`config.mk`:
```
export PLATFORM = sky130hd
export DESIGN_NAME = regfile_dma
export DESIGN_NICKNAME = d
export VERILOG_FILES = /design/src/rtl/regfile_dma.sv
export SDC_FILE = /design/constraint.sdc
export NUM_CORES = 1
export LEC_CHECK = 0
export BUFFER_PORTS_ARGS = -buffer_cell sky130_fd_sc_hd__buf_2
export CORE_MARGIN = 2
export CORE_UTILIZATION = 51
export DETAILED_ROUTE_END_ITERATION = 6
export GPL_TIMING_DRIVEN = 0
export PLACE_DENSITY = 0.84
export SYNTH_ARGS = -nofsm -noshare
export SYNTH_HDL_FRONTEND = slang
export SYNTH_SLANG_ARGS = --single-unit
```
`constraint.sdc`:
```
create_clock -name clk -period 3.5 [get_ports clk]
set_clock_uncertainty 0.2 [all_clocks]
set_input_delay 0.175 -clock clk [delete_from_list [all_inputs] [get_ports clk]]
set_output_delay 0.175 -clock clk [all_outputs]
set_load 0.01 [all_outputs]
```
`src/rtl/regfile_dma.sv`:
```
// Register-file DMA engine: streams a contiguous register range out (dump)
// or fills it from an input stream (load), one register per beat.
module regfile_dma #(
  parameter int DATA_W = 16,
  parameter int ADDR_W = 3
) (
  input  logic              clk,
  input  logic              rst_n,
  // command channel
  input  logic              cmd_valid,
  output logic              cmd_ready,
  input  logic              cmd_op,
  input  logic [ADDR_W-1:0] cmd_first,
  input  logic [ADDR_W-1:0] cmd_last,
  // dump stream
  output logic              out_valid,
  input  logic              out_ready,
  output logic [DATA_W-1:0] out_data,
  output logic [ADDR_W-1:0] out_addr,
  // load stream
  input  logic              in_valid,
  output logic              in_ready,
  input  logic [DATA_W-1:0] in_data,
  // register-file ports
  output logic [ADDR_W-1:0] rf_read_register_1,
  input  logic [DATA_W-1:0] rf_read_data_1,
  output logic              rf_reg_write,
  output logic [ADDR_W-1:0] rf_write_register,
  output logic [DATA_W-1:0] rf_write_data,
  // status
  output logic              busy,
  output logic              done,
  output logic              err
);

  typedef enum logic [2:0] {
    IDLE    = 3'd0,
    DUMP_RD = 3'd1,
    DUMP_TX = 3'd2,
    LOAD_RX = 3'd3,
    LOAD_WR = 3'd4
  } state_t;

  state_t            state_reg, state_next;
  logic              op_reg, op_next;
  logic [ADDR_W-1:0] ptr_reg, ptr_next;
  logic [ADDR_W-1:0] last_reg, last_next;
  logic [DATA_W-1:0] out_data_reg, out_data_next;
  logic [ADDR_W-1:0] out_addr_reg, out_addr_next;
  logic [DATA_W-1:0] wr_data_reg, wr_data_next;
  logic              done_reg, done_next;
  logic              err_reg, err_next;
  logic              at_last;

  assign at_last = (ptr_reg == last_reg);

  always_ff @(posedge clk or negedge rst_n) begin
    if (!rst_n) begin
      state_reg <= IDLE;
    end else begin
      state_reg <= state_next;
    end
  end

  always_ff @(posedge clk or negedge rst_n) begin
    if (!rst_n) begin
      op_reg       <= 1'b0;
      ptr_reg      <= '0;
      last_reg     <= '0;
      out_data_reg <= '0;
      out_addr_reg <= '0;
      wr_data_reg  <= '0;
      done_reg     <= 1'b0;
      err_reg      <= 1'b0;
    end else begin
      op_reg       <= op_next;
      ptr_reg      <= ptr_next;
      last_reg     <= last_next;
      out_data_reg <= out_data_next;
      out_addr_reg <= out_addr_next;
      wr_data_reg  <= wr_data_next;
      done_reg     <= done_next;
      err_reg      <= err_next;
    end
  end

  always_comb begin
    state_next         = state_reg;
    op_next            = op_reg;
    ptr_next           = ptr_reg;
    last_next          = last_reg;
    out_data_next      = out_data_reg;
    out_addr_next      = out_addr_reg;
    wr_data_next       = wr_data_reg;
    done_next          = 1'b0;
    err_next           = 1'b0;
    cmd_ready          = 1'b0;
    out_valid          = 1'b0;
    in_ready           = 1'b0;
    rf_reg_write       = 1'b0;
    rf_write_register  = '0;
    rf_write_data      = '0;
    rf_read_register_1 = ptr_reg;

    case (state_reg)
      IDLE: begin
        // Held low during reset so nothing can be accepted while rst_n is asserted.
        cmd_ready = rst_n;
        if (cmd_valid && rst_n) begin
          op_next   = cmd_op;
          ptr_next  = cmd_first;
          last_next = cmd_last;
          if (cmd_first > cmd_last) begin
            err_next = 1'b1;
          end else if (cmd_op) begin
            state_next = LOAD_RX;
          end else begin
            state_next = DUMP_RD;
          end
        end
      end

      DUMP_RD: begin
        out_data_next = rf_read_data_1;
        out_addr_next = ptr_reg;
        state_next    = DUMP_TX;
      end

      DUMP_TX: begin
        out_valid = 1'b1;
        if (out_ready) begin
          if (at_last) begin
            state_next = IDLE;
            done_next  = 1'b1;
          end else begin
            ptr_next   = ptr_reg + ADDR_W'(1);
            state_next = DUMP_RD;
          end
        end
      end

      LOAD_RX: begin
        in_ready = 1'b1;
        if (in_valid) begin
          wr_data_next = in_data;
          state_next   = LOAD_WR;
        end
      end

      LOAD_WR: begin
        // r0 is hard-wired zero: the word is consumed but never written.
        rf_write_register = ptr_reg;
        rf_write_data     = wr_data_reg;
        rf_reg_write      = (ptr_reg != '0);
        if (at_last) begin
          state_next = IDLE;
          done_next  = 1'b1;
        end else begin
          ptr_next   = ptr_reg + ADDR_W'(1);
          state_next = LOAD_RX;
        end
      end

      default: begin
        state_next = IDLE;
      end
    endcase
  end

  assign busy     = (state_reg != IDLE);
  assign done     = done_reg;
  assign err      = err_reg;
  assign out_data = out_data_reg;
  assign out_addr = out_addr_reg;

endmodule

```
==> metrics.cfg <==
[sta]
period_needed_ps=2740
relSlewSlack_pct=31.5
rsz0062_at_grt=no
finalMaxSlewViolations=0
max_freq_ghz=0.365
final.setup.tns_ps=0
post-route-period-util_pct=78.4
whs_ps=-0.0846
setup_violations=0
hold_viol_final=1
tightest_slew_ps=1030

[synth]
synth.distinct_cells=38
syn-num-nets=230
yosys-top-cells-area=dfrtp_1 (52%), mux2_2 (19%), and2_1 (5.6%), ha_1 (2.8%), inv_1 (1.5%)
synth_edf_count=0
synth_flop_cell=dfrtp_1
synth_cells=181
synth.top_cell.area_share_pct=51.8
avgSynthCellArea_um2=12.3
ys_seq_elements=46
yosys.area.top_type=dfrtp_1
async_reset_ff_share_pct=100
ys_warn_count=0
ys_seq_area_share_pct=51.8
synth_area_um2=2220

[cts]
clk_pin_slew_ps=90
clock-sinks=46
root_buffer=clkbuf_8
post_cts_buffers=0
numCtsBuffers=5
cts_max_level=2
cts_tree=built
clock_path_buffers=2
post_cts_resized=0
clock_latency_ps=300

[drt]
vias_per_cell=5.01
drt_iter0_markers=82
drt_first_pass_iters=4
post-route-drc-count=0
post_drt_wl_per_cell_um=15.1
drt_wl_total_um=5570
vias=1852
final_antenna_net_count=0

[global_routing]
grt_pass1_wl_um=9140
antenna_found_initial=0
grt_pass1_vias=1922
grt_start_max_net_pins=49
grt_usage_pct=24.0
grt_overflow=0

[worst_setup_path]
critPathArrivalTime_ps=2740
path_delay_family=buffers and inverters
end_kind=register
path_buf_inv=2
critPathLaunchType=input port
crit_fanout=48
crit_slowest_cell=buf_2
crit_type=input port to register
crit_chain=dlygate4sd3_1 -> buf_2 -> nand2_1 -> or3_4 -> a21oi_4 -> o21ai_2 -> a22o_1
worstPathRequired_ps=3500
slowest_delay_ps=790

[floorplanning]
ioPinCount=92
die_x_um=70.0
dieArea_um2=4900
initial_core_util_pct=52.1
core_um2=4260
chipHeight_um=70.0
rows=24

[power_and_ir_drop]
powerDensity_nw_per_um2=721
ir_drop_v=0.000402
total_power_mw=2.32
p_leak_nw=1.62

[flow_run]
cap_violations=0

[placement]
io_buffer_count=91
placed_cell_area_um2=2740
place.gp.congestion=0.838
hpwl_um=3510

[cells_and_area]
diodes=0
drive_gt1_share_pct=47.2
area_growth_pct=44.8
final_design_area_no_fill_um2=3220
final_nets=366

[status]
violations=negative hold slack
status=finished, violations left

[hold_path]
hp-class=input port to register

## what timing repair did
item / in CTS / in global routing
endpoints found under the setup margin: 0 / 0
hold buffers: 38 / 0
hold endpoints to repair: 83 / 0
## layout make-up
| type | count | area (um2) |
|---|---|---|
| sequential | 46 | 1150 |
| fill | 285 | 1050 |
| multi-input combinational | 118 | 977 |
| timing repair buffer | 129 | 836 |
| clock buffer | 7 | 86.3 |
| tap | 52 | 65.1 |
| buffer | 8 | 60.1 |
| inverter | 9 | 33.8 |
| clock inverter | 1 | 8.76 |
## per-stage QoR
step           std cells  setup WS [ps]  util (%)  hold slack [ps]
3_3_place_gp         324            984      64.3              207
6_report             370            758      75.5          -0.0846
3_5_place_dp         324            947      64.3              211
2_1_floorplan        181           1740         -             -321
4_1_cts              370            727      75.5           0.0862
5_1_grt              370            433      75.5             22.8
## power breakdown
part	total, mW	internal (mW)	switching, mW
sequential	0.948	0.786	0.161
combinational	1.02	0.547	0.473
clock	0.351	0.164	0.187
total	2.32	1.50	0.822
## tightest hold or removal path: stages
cell	delay (ps)
buf_2	110
a21oi_1	60
nor2b_1	110
## kinds of logic after synthesis
kind of cell | share of synthesized area (%)
buffers and inverters | 4.22
flip-flops | 51.8
XOR/XNOR | 1.18
multiplexers | 19.7
AND/OR/NAND/NOR | 13.2
AO/OA/AOI/OAI | 6.53
adder cells (fa/ha/maj) | 3.32
## worst paths after layout
kind | startpoint | endpoint | slack, ps | depth (start not counted)
hold reg to reg | wr_data_reg[2] | wr_data_reg[2] | 310 | 1
setup / recovery | rst_n | rf_read_register_1[0] | 760 | 7
hold / removal | out_ready | done | -0.08 | 3
max in group asynchronous | rst_n | state_reg[0] | 2060 | 2
setup reg to reg | state_reg[2] | out_data[13] | 1530 | 5
min in group asynchronous | rst_n | out_data[14] | 400 | 2
## metal layers
layer  vias to the layer above  part of all wire, %  GRT usage [%]
met3                        13                  5.9           5.63
met2                        59                   50           41.5
li1                        889                    -              -
met1                       891                   42           28.8
met4                         0                  2.7           9.40
met5                         -                    0              0
## layout by cell type (no fill, tap or decap), types with 2 or more instances in the layout
cell           synthesis  final
clkbuf_1               2      3
buf_2                  0     91
buf_6                  2      2
and3_1                 2      2
nand3_1                3      3
nor3b_1                2      2
xnor2_1                3      3
nor2_1                 6      6
a21oi_1                4      4
dlygate4sd3_1          0     38
nor2b_1                3      3
dfrtp_1               46     46
buf_4                  4      4
o21ai_0                4      4
nand2_1                4      4
nand2b_1               3      3
mux2_2                38     38
o31ai_1                2      2
clkbuf_8               0      6
ha_1                   5      5
inv_1                  9      9
and2_1                20     20
## synthesized netlist by cell type (all sizes together), types with 2 or more instances
| master | count |
|---|---|
| nor2b | 3 |
| a21oi | 6 |
| and2 | 20 |
| clkbuf | 2 |
| mux2 | 38 |
| nand3 | 3 |
| dfrtp | 46 |
| ha | 5 |
| xnor2 | 3 |
| o31ai | 2 |
| inv | 9 |
| and3 | 2 |
| nand2 | 5 |
| nor2 | 7 |
| nor3b | 2 |
| buf | 6 |
| o21ai | 6 |
| nand2b | 3 |
No activity file was read; power rests on OpenSTA's default activity.
